<file path="src/rtl/router_flit_injector.sv">
// Packet source for one router injection port: turns packet requests into
// head/body/tail flits paced by per-VC credit counters.
// Ports:
//   clk, reset        clock, async active-high reset
//   req_valid/ready   packet request handshake
//   req_dest/vc/len/seed  request fields (dest 6b, vc 1b, len 3b, seed 32b)
//   channel_out       68b flit: [0] valid [1] head [2] vc [3] tail [67:4] data
//   flow_ctrl_in      [0] credit valid, [1] credit vc
//   credit_cnt        {vc1 count, vc0 count}
//   pkts_sent         completed packet count (wraps)
//   busy, error       FSM not idle; sticky protocol fault
module router_flit_injector #(
  parameter int NUM_VCS        = 2,
  parameter int CREDITS_PER_VC = 8,
  parameter int MAX_PKT_LEN    = 4
) (
  input  logic        clk,
  input  logic        reset,
  input  logic        req_valid,
  output logic        req_ready,
  input  logic [5:0]  req_dest,
  input  logic        req_vc,
  input  logic [2:0]  req_len,
  input  logic [31:0] req_seed,
  output logic [67:0] channel_out,
  input  logic [1:0]  flow_ctrl_in,
  output logic [7:0]  credit_cnt,
  output logic [15:0] pkts_sent,
  output logic        busy,
  output logic        error
);

  localparam int CW = 4;
  localparam logic [CW-1:0] CRED_MAX = CW'(CREDITS_PER_VC);

  typedef enum logic {IDLE, SEND} state_e;

  state_e         state_q, state_d;
  logic           rdy_q, rdy_d;
  logic [5:0]     dest_q, dest_d;
  logic           vc_q, vc_d;
  logic [2:0]     len_q, len_d;
  logic [31:0]    seed_q, seed_d;
  logic [2:0]     idx_q, idx_d;
  logic [67:0]    chan_q, chan_d;
  logic [CW-1:0]  cnt_q [NUM_VCS];
  logic [CW-1:0]  cnt_d [NUM_VCS];
  logic [15:0]    pkts_q, pkts_d;
  logic           err_q, err_d;

  logic emit;
  logic is_head;
  logic is_tail;
  logic legal;
  logic dec;
  logic inc;

  always_comb begin
    state_d = state_q;
    rdy_d   = rdy_q;
    dest_d  = dest_q;
    vc_d    = vc_q;
    len_d   = len_q;
    seed_d  = seed_q;
    idx_d   = idx_q;
    chan_d  = '0;
    cnt_d   = cnt_q;
    pkts_d  = pkts_q;
    err_d   = err_q;
    dec     = 1'b0;
    inc     = 1'b0;

    emit    = (state_q == SEND) && (cnt_q[vc_q] != '0);
    is_head = (idx_q == 3'd0);
    is_tail = (idx_q == len_q - 3'd1);
    legal   = (req_len != 3'd0) &&
              (req_len <= 3'(MAX_PKT_LEN));

    unique case (state_q)
      IDLE: begin
        if (req_valid && rdy_q) begin
          if (legal) begin
            dest_d  = req_dest;
            vc_d    = req_vc;
            len_d   = req_len;
            seed_d  = req_seed;
            idx_d   = 3'd0;
            state_d = SEND;
          end else begin
            err_d = 1'b1;
          end
        end
      end
      SEND: begin
        if (emit) begin
          if (is_head) begin
            chan_d = {7'b0, pkts_q, seed_q,
                      len_q, dest_q,
                      is_tail, vc_q, 1'b1, 1'b1};
          end else begin
            chan_d = {16'b0, pkts_q,
                      seed_q + {29'b0, idx_q},
                      is_tail, vc_q, 1'b0, 1'b1};
          end
          idx_d = idx_q + 3'd1;
          if (is_tail) begin
            state_d = IDLE;
            pkts_d  = pkts_q + 16'd1;
          end
        end
      end
      default: state_d = IDLE;
    endcase

    // A send and a return on the same VC cancel out; a return into a
    // full counter is a fault and leaves the count alone.
    for (int v = 0; v < NUM_VCS; v++) begin
      dec = emit && (vc_q == 1'(v));
      inc = flow_ctrl_in[0] && (flow_ctrl_in[1] == 1'(v));
      if (dec && !inc) begin
        cnt_d[v] = cnt_q[v] - CW'(1);
      end else if (inc && !dec) begin
        if (cnt_q[v] == CRED_MAX) begin
          err_d = 1'b1;
        end else begin
          cnt_d[v] = cnt_q[v] + CW'(1);
        end
      end
    end

    // Ready is registered, giving one bubble after each tail flit.
    rdy_d = (state_d == IDLE);
  end

  always_ff @(posedge clk or posedge reset) begin
    if (reset) begin
      state_q <= IDLE;
      rdy_q   <= 1'b0;
      dest_q  <= '0;
      vc_q    <= 1'b0;
      len_q   <= '0;
      seed_q  <= '0;
      idx_q   <= '0;
      chan_q  <= '0;
      for (int v = 0; v < NUM_VCS; v++) begin
        cnt_q[v] <= CRED_MAX;
      end
      pkts_q  <= '0;
      err_q   <= 1'b0;
    end else begin
      state_q <= state_d;
      rdy_q   <= rdy_d;
      dest_q  <= dest_d;
      vc_q    <= vc_d;
      len_q   <= len_d;
      seed_q  <= seed_d;
      idx_q   <= idx_d;
      chan_q  <= chan_d;
      for (int v = 0; v < NUM_VCS; v++) begin
        cnt_q[v] <= cnt_d[v];
      end
      pkts_q  <= pkts_d;
      err_q   <= err_d;
    end
  end

  assign req_ready   = rdy_q;
  assign channel_out = chan_q;
  assign credit_cnt  = {cnt_q[1], cnt_q[0]};
  assign pkts_sent   = pkts_q;
  assign busy        = (state_q != IDLE);
  assign error       = err_q;

endmodule

</file>
<file path="config.mk">
export PLATFORM = sky130hd
export DESIGN_NAME = router_flit_injector
export DESIGN_NICKNAME = d
export VERILOG_FILES = /design/src/rtl/router_flit_injector.sv
export SDC_FILE = /design/constraint.sdc
export NUM_CORES = 1
export LEC_CHECK = 0
export ABC_AREA = 1
export ABC_CLOCK_PERIOD_IN_PS = 4650
export CORE_MARGIN = 10
export CORE_UTILIZATION = 47
export DETAILED_ROUTE_END_ITERATION = 8
export GPL_TIMING_DRIVEN = 0
export PLACE_DENSITY_LB_ADDON = 0.12
export SETUP_SLACK_MARGIN = 0.02
export SYNTH_ARGS = -nofsm -noshare
export SYNTH_HDL_FRONTEND = slang
export SYNTH_SLANG_ARGS = --single-unit
</file>
<file path="constraint.sdc">
create_clock -name clk -period 4.65 [get_ports clk]
set_clock_uncertainty 0.15 [all_clocks]
set_input_delay 0.93 -clock clk [delete_from_list [all_inputs] [get_ports clk]]
set_output_delay 0.93 -clock clk [all_outputs]
set_load 0.01 [all_outputs]
</file>
Yosys cells after proc, flatten, opt, wreduce, memory -nomap -nowiden
Index checks and enable logic that the tools add are counted.
{"block": "totals", "wordCells": 90, "out_inout_bits": 95, "input_bits": 47, "register_bits": 140}
{"block": "op_classes", "mux": 30, "n_eq_ne": 8, "magnitude_cmp": 2, "reduce_logical": 25, "n_bitwise": 5, "add_sub_neg": 8}
{"cell": "2-to-1 mux 61 bit", "n": 3}
{"cell": "2-to-1 mux 4 bit", "n": 9}
{"cell": "adder 32 x 3 -> 32 bit", "n": 1}
{"cell": "adder 16 x 1 -> 16 bit (second input constant)", "n": 1}
{"cell": "2-to-1 mux 1 bit", "n": 13}
{"cell": "logical AND 1 bit", "n": 11}
{"cell": "2-to-1 mux 3 bit", "n": 3}
{"cell": "AND reduction 3 bit", "n": 3}
{"cell": "adder 4 x 1 -> 4 bit (second input constant)", "n": 2}
{"cell": "equality test 4 bit (second input constant)", "n": 2}
{"cell": "inequality test 2 bit (second input constant)", "n": 4}
{"cell": "subtractor 4 x 1 -> 4 bit (second input constant)", "n": 2}
{"cell": "case mux 3 bit (2 select lines)", "n": 1}
{"cell": "logical NOT 1 bit", "n": 4}
{"cell": "NOT 1 bit", "n": 4}
{"cell": "AND reduction 2 bit", "n": 2}
{"cell": "nonzero test 2 bit", "n": 2}
{"cell": "nonzero test 4 bit", "n": 1}
{"cell": "adder 3 x 1 -> 3 bit (second input constant)", "n": 1}
{"cell": "equality test 3 bit", "n": 1}
{"cell": "less-or-equal comparator 3 bit (second input constant)", "n": 1}
{"cell": "logical NOT 3 bit", "n": 1}
{"cell": "nonzero test 3 bit", "n": 1}
{"cell": "subtractor 3 x 1 -> 3 bit (second input constant)", "n": 1}
{"cell": "4 further kinds", "n": 4}

Logic depth before layout (Yosys ltp)
Gate-level depths: netlist of run 1.
{"block": "logic_depth", "depth_word": 14, "depth_mapped": 14, "mapped_depth_nobuf": 13}

Worst setup path before layout of run 1
No wires, ideal clock.
{"block": "synth_path", "path_type": "register to register", "start": "reg cnt_q, in the netlist credit_cnt[3]", "end": "reg cnt_q, in the netlist credit_cnt[2]", "path_buffers": 1, "setup_slack_ns": 2.224, "arrival_ns": 2.193, "period_less_slack_ns": 2.426, "setup_time_ns": 0.083, "required_ns": 4.417, "path_stages_with_launch": 12, "path_cell_list": "dfstp_2 > inv_1 > nand4_1 > nand3_4 > buf_2 > nor2_1 > ha_1 > xor2_1 > ha_1 > a21oi_1 > xor2_1 > o21ai_0"}
{"block": "synth_via", "elab_chain_len": 10, "word_cells_on_any_way": 14, "cone_classes": "eq/ne (2); mux (4); reduce/logical (8)"}
{"item": "from (decl)", "line_no": "46", "rtl": "logic [CW-1:0] cnt_q [NUM_VCS];"}
{"item": "from (signal, indexed assignment)", "line_no": "160", "rtl": "cnt_q[v] <= cnt_d[v];"}
{"item": "2-to-1 mux 4 bit (implied by the code) (3 in a row)", "line_no": "73", "rtl": "emit = (state_q == SEND) && (cnt_q[vc_q] != '0);"}
{"item": "nonzero test 4 bit", "line_no": "73"}
{"item": "logical AND 1 bit", "line_no": "73"}
{"item": "logical AND 1 bit", "line_no": "118", "rtl": "dec = emit && (vc_q == 1'(v));"}
{"item": "logical NOT 1 bit", "line_no": "122", "rtl": "end else if (inc && !dec) begin"}
{"item": "logical AND 1 bit", "line_no": "122"}
{"item": "nonzero test 2 bit (no source line)"}
{"item": "AND reduction 2 bit (no source line)"}
Parallel ways exist; a longest one is shown, timed or not. The select of a mux whose other input is x is not followed.
A chain may end at the register's enable or synchronous reset.

Worst setup path after layout of run 1
{"block": "layout_path", "start": "reg pkts_q[0] (netlist: pkts_sent[0])", "end": "out pkts_sent[0]"}
{"item": "from (decl)", "line_no": "48", "rtl": "logic [15:0] pkts_q, pkts_d;"}
{"item": "from (signal assigned)", "line_no": "162", "rtl": "pkts_q <= pkts_d;"}
{"item": "to (decl)", "line_no": "28", "rtl": "output logic [15:0] pkts_sent,"}
No word-level cell between the ends.

==> impl_metrics.tcl, run 1 <==
set metrics [dict create \
    ys.flop_type "dfrtp_1" \
    num_rows 43 \
    cts.sinks 133 \
    ir_worst_vdd_mv 0.423 \
    routedWlPerCell_um 16.8 \
    critical_path_class "flop to output port" \
    status "finished, final reports clean" \
    cap_viol_max_count 0 \
    cp_num_buf_inv 1 \
    track_usage_pct 20.1 \
    swShare_pct 40.5 \
    postSynthCellCount 823 \
    netlist_area_um2 6800 \
    grt_pass1_vias 5933 \
    place_ws_ps 1710 \
    dr_total_vias 6035 \
    final_core_util_pct 64.9 \
    final_cells 1178 \
    timing.final.max_slew_violations 0 \
    netlist-cell-type-count 37 \
    r2r_setup_slack_ps 1970 \
    p_int_mw 3.73 \
    ys_seq_area_share_pct 49.0 \
    fp.dieW_um 140 \
    grt_start_max_net_pins 42 \
    numCtsBuffers 17 \
    firstDrtPassIters 5 \
    drt-total-wl_mm 19.8 \
    syn_avg_cell_area_um2 8.26 \
    fin_area_um2 9110 \
    async_reset_ff_share_pct 100 \
    cp.required_ps 3570 \
    cts_root_buf "clkbuf_16" \
    initial_core_util_pct 48.4 \
    hp-class "flop to flop" \
    cts_buffer_depth 2 \
    overflow 0 \
    ctsHoldBuffers 0 \
    synthDominantCellAreaShare_pct 48.2 \
    path_max_fanout 7 \
    nNetsFinal 1048 \
    dpl_cell_area_um2 8450 \
    gp_congestion 0.927 \
    leakage_nw 4.23 \
    dp_cells 1146 \
    power_frac_comb_pct 44.0 \
    synth_most_common_cell "nand2_1" \
    antenna_found_initial 0 \
    ys_top_cells_by_area "dfrtp_1, nand2_1, nor2_1" \
    numPortBuffers 134 \
    finalPower_mw 6.27 \
    arrival_ps 1600 \
    num_antenna_cells 0 \
    core_area_um2 14000 \
    drtIter0Drc 505 \
    routed_via_density 5.12 \
    grt_pass1_wl_mm 31.9 \
    drive_gt1_share_pct 11.3 \
    clock_latency_ps 420 \
    drcViolationCount 0 \
    switchingPower_mw 2.54 \
    min_path_cells 2 \
    cp-start-kind "flop" \
    tns_ps 0 \
    cts.repair.resized 0 \
    ioPinCount 142 \
    cts_tree "yes" \
    synth-edff-count 0 \
    synth_top_area_cell "dfrtp_1" \
    clkPwrFrac_pct 24.0 \
    final.setup.worst_slack_ps 1970 \
    die_h_um 140 \
    yosys_warnings 0 \
    seq_power_share_pct 32.0 \
    synth_seq_cells 133 \
    fin_crit_ps 2680 \
    critical-path-top-delay-family "buffers and inverters" \
    rsz0062_at_grt "false" \
    power_density_nw_per_um2 688 \
    relSlewSlack_pct 59.7 \
    setup_viol 0 \
    period_share_pct 57.7 \
    path_cells "clkdlybuf4s50_1" \
    post-cts-setup-buffers 0 \
    critPathSlowestCell "clkdlybuf4s50_1" \
    clock.fmax_mhz 373 \
    ff2ff_path_depth 11 \
    synth_common_cells "nand2_1, dfrtp_1, nor2_1" \
    ctsHtreeMaxLevel 4 \
    hold-worst-slack_ps 323 \
    final_hold_viol_count 0 \
    clk_pin_slew_ps 60 \
    worst_slew_pin_slew_ps 604 \
    worst_path_largest_cell_delay_ps 620 \
    critPathCaptureType "output port" \
    areaGrowthSynthToFinish_pct 34.0 \
    final_antenna_net_count 0 \
    die-area_um2 19700 \
    crit_cells 1 \
    dp_hpwl_mm 14.8 \
]
routing by layer:
layer | routed length [µm] | vias up | global-route usage [%]
met5 | 0 | - | 0
met4 | 370 | 0 | 5.60
met3 | 1800 | 29 | 6.19
met2 | 8980 | 244 | 31.1
met1 | 8610 | 2837 | 26.6
li1 | - | 2925 | -
worst register-to-register path: stages (launching register included):
cell	delay, ps
dfstp_2	540
inv_1	70
nand4_1	140
nand3_4	160
buf_2	240
nor2_1	200
ha_1	280
xor2_1	250
ha_1	190
a21oi_1	50
xor2_1	170
o21ai_0	170
flip-flops by register name (all words and copies together), names as in the netlist:
name         count
req_ready        1
dest_q           6
credit_cnt       8
vc_q             1
idx_q            3
len_q            3
channel_out     61
error            1
seed_q          32
busy             1
pkts_sent       16
kinds of logic after synthesis:
logic type,share of synthesized area (%)
and+or+nand+nor,24.9
DFF,49.0
buffers and inverters,7.47
AOI/OAI and AO/OA,8.06
xor gates and xnor gates,4.12
muxes,3.31
adders and majority gates,3.05
other,0.0551
layout by cell type (no fill, tap or decap), types with 4 or more instances in the layout:
cell type	netlist	final
o21ai_0	27	27
conb_1	1	7
buf_2	14	14
mux2_2	20	20
clkbuf_1	4	5
bufinv_16	0	5
nor2_4	6	6
nand2_2	5	5
xnor2_1	12	12
nand4_1	8	8
clkbuf_16	0	17
nand2_1	217	217
nor2_2	8	8
nand3_1	40	40
nor3_1	5	5
inv_1	78	77
ha_1	15	15
nand3b_1	5	5
dfrtp_1	131	131
inv_2	7	7
a21oi_1	53	53
xor2_1	20	20
buf_4	9	9
clkinvlp_4	0	4
nor2_1	101	101
clkdlybuf4s50_1	0	134
o21ai_1	19	19
area by class of cell:
cell class / count / area, µm²
fillers: 1195 / 4930
inverters: 87 / 333
flip-flops and latches: 133 / 3330
repair buffers: 137 / 1400
well taps: 180 / 225
multi-input cells: 579 / 2980
clock inverters: 12 / 200
plain buffers: 30 / 179
clock buffers: 20 / 457
worst paths after layout:
path / start / endpoint
worst max-delay path: pkts_sent[0] / pkts_sent[0]
worst min-delay path: credit_cnt[3] / credit_cnt[3]
worst max register to register: credit_cnt[3] / credit_cnt[2]
worst min register to register: credit_cnt[3] / credit_cnt[3]
max in group asynchronous: reset / credit_cnt[7]
min in group asynchronous: reset / channel_out[35]
power groups by stage:
stage | logic (mW) | registers (mW) | clock network, mW
floorplan | 1.61 | 2.02 | 0
detailed placement | 2.75 | 2.02 | 0
global placement | 2.71 | 2.01 | 0
global route | 3.09 | 2.07 | 1.56
finish | 2.76 | 2.01 | 1.50
CTS | 2.78 | 2.00 | 1.52
No activity file was read; power rests on OpenSTA's default activity.
==> inputs of run 2 (changes only) <==
--- a/config.mk
+++ b/config.mk
@@ -6,9 +6,9 @@
 export NUM_CORES = 1
 export LEC_CHECK = 0
 export ABC_AREA = 1
-export ABC_CLOCK_PERIOD_IN_PS = 4650
+export ABC_CLOCK_PERIOD_IN_PS = 2600
 export CORE_MARGIN = 10
-export CORE_UTILIZATION = 47
+export CORE_UTILIZATION = 52
 export DETAILED_ROUTE_END_ITERATION = 8
 export GPL_TIMING_DRIVEN = 0
 export PLACE_DENSITY_LB_ADDON = 0.12
==> constraint.sdc (replaced) <==
create_clock -name clk -period 2.6 [get_ports clk]
set_clock_uncertainty 0.15 [all_clocks]
set_input_delay 0.52 -clock clk [delete_from_list [all_inputs] [get_ports clk]]
set_output_delay 0.52 -clock clk [all_outputs]
set_load 0.01 [all_outputs]
==> impl_metrics.tcl, run 2 (same netlist as run 1, synthesis figures left out) <==
set metrics [dict create \
    track_usage_pct 22.5 \
    numPortBuffers 134 \
    cp_common_cell "inv_1" \
    core_area_um2 12700 \
    tns_ps 0 \
    drive_gt1_share_pct 11.8 \
    leakage_nw 4.23 \
    path_cells "inv_1 -> nand4_1 -> nand3_4 -> nor2_2 -> ha_2 -> nand2_1 -> inv_1 -> nor2_1 -> ha_1 -> a21oi_1 -> xnor2_1 -> o21ai_0" \
    relSlewSlack_pct 57.6 \
    cts_root_buf "clkbuf_16" \
    clk_pin_slew_ps 60 \
    dpl_cell_area_um2 8440 \
    timing.final.max_slew_violations 0 \
    routed_via_density 5.18 \
    clock_latency_ps 420 \
    critPathSlowestCell "dfstp_2" \
    gp_congestion 0.922 \
    status "finished, final reports clean" \
    multiInputGateArea_um2 2990 \
    areaGrowthSynthToFinish_pct 34.1 \
    fillers 1055 \
    cp-start-kind "flop" \
    dp_hpwl_mm 14.8 \
    initial_core_util_pct 53.5 \
    final_common_cell "nand2_1" \
    die_h_um 134 \
    nNetsFinal 1048 \
    ir_worst_vdd_mv 0.866 \
    cts_tree "yes" \
    setup_viol 0 \
    grt_pass1_vias 6023 \
    ctsHtreeMaxLevel 4 \
    drtIter0Drc 523 \
    cp_num_buf_inv 2 \
    arrival_ps 2410 \
    final_hold_viol_count 0 \
    fin_area_um2 9120 \
    mostFrequentLayoutCells "nand2_1, clkdlybuf4s50_1, dfrtp_1, nor2_1, inv_1" \
    firstDrtPassIters 6 \
    power_density_nw_per_um2 1230 \
    critical_path_class "flop to flop" \
    fin_crit_ps 2270 \
    fp.dieW_um 134 \
    num_antenna_cells 0 \
    worst_path_largest_cell_delay_ps 540 \
    antenna_found_initial 0 \
    cts_buffer_depth 2 \
    critical-path-top-delay-family "simple AND/OR/NAND/NOR gates" \
    routedWlPerCell_um 17.0 \
    critPathCaptureType "flop" \
    rsz0062_at_grt "false" \
    grt_pass1_wl_mm 32.0 \
    die-area_um2 18100 \
    hp-class "flop to flop" \
    drt-total-wl_mm 19.9 \
    dr_total_vias 6065 \
    path_max_fanout 4 \
    cp.required_ps 2740 \
    cap_viol_max_count 0 \
    worst_slew_pin_slew_ps 635 \
    period_share_pct 87.4 \
    drcViolationCount 0 \
    cts.sinks 133 \
    final_antenna_net_count 0 \
    numCtsBuffers 17 \
    num_rows 41 \
    grt_start_max_net_pins 42 \
    largest_register_ffs 61 \
    ioPinCount 142 \
    clock.fmax_mhz 440 \
    finalPower_mw 11.2 \
    final_core_util_pct 71.7 \
    seqCellArea_um2 3330 \
    overflow 0 \
]
==> run 2: through the flow <==
stage / cells / setup slack [ps] / hold WS, ps
final: 1170 / 329 / 325
after floorplan: 829 / 174 / 293
after CTS: 1169 / 72.6 / 329
after global placement: 1135 / -894 / 309
after global routing: 1170 / 128 / 342
after detailed placement: 1138 / -68.4 / 314
==> run 2: path summary, 6_finish.rpt <==
kind / start / endpoint / slack [ps] / depth (start not counted)
max: credit_cnt[7] / credit_cnt[6] / 330 / 12
min: credit_cnt[3] / credit_cnt[3] / 320 / 2
max reg2reg: credit_cnt[7] / credit_cnt[6] / 330 / 12
min reg2reg: credit_cnt[3] / credit_cnt[3] / 320 / 2
max in group asynchronous: reset / credit_cnt[3] / 1060 / 4
min in group asynchronous: reset / pkts_sent[15] / 340 / 2
==> run 2: layer usage <==
| metal | share of wire [%] | up-vias | track usage [%] |
|---|---|---|---|
| li1 | - | 2923 | - |
| met1 | 42 | 2877 | 28.9 |
| met2 | 48 | 239 | 35.4 |
| met4 | 1.6 | 0 | 6.71 |
| met3 | 8.0 | 26 | 7.13 |
| met5 | 0 | - | 0 |
==> run 2: timing repair <==
action / CTS / global route
gates cloned: 0 / 0
hold buffers: 0 / 0
resized for setup: 4 / 0
pin swaps: 0 / 1
buffers inserted: 0 / 1
endpoints found under the setup margin: 4 / 4
==> run 2: area by class of cell <==
type / instances / area share, %
Sequential cell: 133 / 36.5
Clock buffer: 22 / 5.42
Timing Repair Buffer: 138 / 15.5
Tap cell: 172 / 2.36
Inverter: 87 / 3.65
Clock inverter: 10 / 1.83
Multi-Input combinational cell: 579 / 32.8
Buffer: 29 / 1.91
==> run 2: power breakdown <==
part	total, mW	internal [mW]	leakage [nW]	switching [mW]
Sequential	3.60	2.88	1.67	0.722
Combinational	4.98	2.06	2.24	2.92
Clock	2.65	1.74	0.319	0.913
==> run 2: tightest hold or removal path, cell delays in order (launching register included) <==
cell	delay [ps]
dfstp_2	370
nand2_1	50
nand2_1	50
==> inputs of run 3 (changes only) <==
--- a/config.mk
+++ b/config.mk
@@ -5,10 +5,10 @@
 export SDC_FILE = /design/constraint.sdc
 export NUM_CORES = 1
 export LEC_CHECK = 0
-export ABC_AREA = 1
 export ABC_CLOCK_PERIOD_IN_PS = 2600
+export CAP_MARGIN = 5
 export CORE_MARGIN = 10
-export CORE_UTILIZATION = 52
+export CORE_UTILIZATION = 51
 export DETAILED_ROUTE_END_ITERATION = 8
 export GPL_TIMING_DRIVEN = 0
 export PLACE_DENSITY_LB_ADDON = 0.12
==> impl_metrics.tcl, run 3 <==
set metrics [dict create \
    status "complete, but fails checks" \
    violations "negative setup slack" \
    final.setup.worst_slack_ps -65.5 \
    ctsHtreeMaxLevel 4 \
    numPortBuffers 134 \
    hp-class "input pin to async pin" \
    dpl_cell_area_um2 7980 \
    syn_avg_cell_area_um2 11.1 \
    rsz0062_at_grt "true" \
    setup_viol 2 \
    largest_register_ffs 61 \
    timing.rr.start "credit_cnt[2]" \
    netlist-cell-type-count 52 \
    ys_top_cells_by_area "dfrtp_1, mux2_2, xnor2_1" \
    synthMuxAreaShare_pct 7.70 \
    dr_total_vias 4855 \
    die_h_um 131 \
    arrival_ps 2820 \
    clock_latency_ps 420 \
    synth_seq_cells 133 \
    grt_pass1_wl_mm 26.3 \
    cts_tree "yes" \
    grt_start_max_net_pins 44 \
    synthXorXnorAreaFrac_pct 8.57 \
    areaGrowthSynthToFinish_pct 38.1 \
    final_antenna_net_count 0 \
    initial_core_util_pct 52.2 \
    routedWlPerCell_um 18.2 \
    critical_path_class "flop to flop" \
    p_int_mw 6.46 \
    fin_area_um2 8690 \
    critical-path-top-delay-family "simple AND/OR/NAND/NOR gates" \
    nNetsFinal 810 \
    synthAdderAreaFrac_pct 3.30 \
    routed_via_density 5.24 \
    postSynthCellCount 569 \
    relSlewSlack_pct 58.8 \
    switchingPower_mw 3.87 \
    path_cells "or3_4 -> o31ai_4 -> or2_1 -> buf_6 -> inv_8 -> and2_4 -> ha_4 -> xor2_1 -> ha_2 -> a21oi_2 -> xnor2_1 -> nand2_1 -> xnor2_1" \
    final_common_cell "clkdlybuf4s50_1" \
    netlist_area_um2 6290 \
    ir_worst_vdd_mv 0.682 \
    num_antenna_cells 0 \
    synth_most_common_cell "dfrtp_1" \
    synth_top_area_cell "dfrtp_1" \
    cp_common_cell "xnor2_1" \
    cap_viol_max_count 0 \
    fin_crit_ps 2670 \
    synthDominantCellAreaShare_pct 52.1 \
    synth_common_cells "dfrtp_1, nand2_1, a21oi_1" \
    seq_power_share_pct 34.8 \
    swShare_pct 37.5 \
    grt_pass1_vias 4910 \
    cts.sinks 133 \
    leakage_nw 3.75 \
    clkPwrFrac_pct 21.7 \
    clk_pin_slew_ps 60 \
    period_share_pct 103 \
    synth_top_family_by_area "simple AND/OR/NAND/NOR gates" \
    ys_seq_area_share_pct 52.9 \
    overflow 0 \
    worst_slew_pin_slew_ps 619 \
    drive_gt1_share_pct 18.7 \
    critPathSlowestCell "dfrtp_2" \
    mostFrequentLayoutCells "clkdlybuf4s50_1, dfrtp_1, nand2_1, mux2_2, a21oi_1" \
    final_hold_viol_count 0 \
    cp_num_buf_inv 2 \
    core_area_um2 12100 \
    clock.fmax_mhz 375 \
    cp-start-kind "flop" \
    antenna_found_initial 0 \
    fp.dieW_um 131 \
    yosys_warnings 0 \
    cts_root_buf "clkbuf_16" \
    tns_ps -76.5 \
    cp.required_ps 2750 \
    drcViolationCount 0 \
    power_density_nw_per_um2 1190 \
    track_usage_pct 20.0 \
    yosys.area_share.simple_pct 15.0 \
    synth_compound_area_share_pct 7.99 \
    drtIter0Drc 396 \
    path_max_fanout 6 \
    ff2ff_path_depth 13 \
    worstReg2RegEnd "credit_cnt[6]" \
    ioPinCount 142 \
    gp_congestion 0.883 \
    synth-edff-count 0 \
    cts_buffer_depth 2 \
    die-area_um2 17200 \
    timing.final.max_slew_violations 0 \
    worst_path_largest_cell_delay_ps 430 \
    numCtsBuffers 17 \
    ys.flop_type "dfrtp_1" \
    critPathCaptureType "flop" \
    drt-total-wl_mm 16.9 \
    power_frac_comb_pct 43.5 \
    dp_hpwl_mm 12.4 \
    r2r_setup_slack_ps -70 \
    num_rows 40 \
    firstDrtPassIters 4 \
    async_reset_ff_share_pct 100 \
]
[run 3: cell count changes after synthesis, moves of 10 or more]
cell and change:
and3_1 +20, nand2_1 -149, nor2_1 -80, xnor2_1 +28, clkbuf_1 +10, o21ai_1 -19, nand3_1 -22, mux2_2 +23
inv_1 -62
[run 3: power groups by stage]
stage	Sequential, mW	Combinational, mW	Clock [mW]
after floorplan	3.58	2.50	0
after global placement	3.58	4.06	0
after detailed placement	3.61	4.19	0
after CTS	3.58	4.37	2.27
after global routing	3.69	4.93	2.36
final	3.59	4.50	2.25
[run 3: cell families after synthesis]
kind of cell | count (synthesis)
flip-flops | 133
AND/OR/NAND/NOR | 175
buffers and inverters | 52
adder cells (fa/ha/maj) | 16
other | 1
AO/OA/AOI/OAI | 89
multiplexers | 43
XOR/XNOR | 60
[run 3: metrics by stage]
| stage | cells | hold slack [ps] | util (%) | power (mW) | setup WS (ps) |
|---|---|---|---|---|---|
| final | 927 | 250 | 72.0 | 10.3 | -65.5 |
| after CTS | 919 | 249 | 71.4 | 10.2 | -88.0 |
| after detailed placement | 880 | 344 | 66.1 | 7.80 | -356 |
| after global placement | 877 | 338 | 65.6 | 7.64 | -804 |
| after floorplan | 575 | 329 | - | 6.08 | -246 |
| after global routing | 927 | 277 | 72.0 | 11.0 | -172 |
[run 3: how the worst max path moves through the flow]
| stage | cells after the start | endpoint | from |
|---|---|---|---|
| 2_1_floorplan | 14 | credit_cnt[6] | credit_cnt[1] |
| 3_3_place_gp | 2 | credit_cnt[4] | reset |
| 3_5_place_dp | 13 | credit_cnt[6] | credit_cnt[0] |
| 4_1_cts | 14 | credit_cnt[6] | credit_cnt[1] |
| 5_1_grt | 13 | credit_cnt[6] | credit_cnt[2] |
| 6_report | 13 | credit_cnt[6] | credit_cnt[2] |
[run 3: cell type report]
cell class	instances	area [µm²]
Buffer	34	204
Inverter	17	75.1
Clock inverter	8	76.3
Fill cell	886	3370
Sequential cell	133	3330
Clock buffer	23	478
Multi-Input combinational cell	390	2770
Timing Repair Buffer	154	1540
Tap cell	168	210
[run 3: metal layers]
layer	wire, µm	share of wire, %	up-vias	GRT usage [%]
met3	1410	8.3	20	5.83
met4	236	1.4	0	6.80
li1	-	-	2295	-
met1	7110	42	2390	26.1
met2	8100	48	150	31.2
met5	0	0	-	0
[run 3: what timing repair did]
| action | CTS | global route |
|---|---|---|
| pin swaps | 7 | 10 |
| hold buffers | 0 | 0 |
| setup buffers | 8 | 9 |
| endpoints found under the setup margin | 5 | 6 |
| gates resized for setup | 7 | 9 |
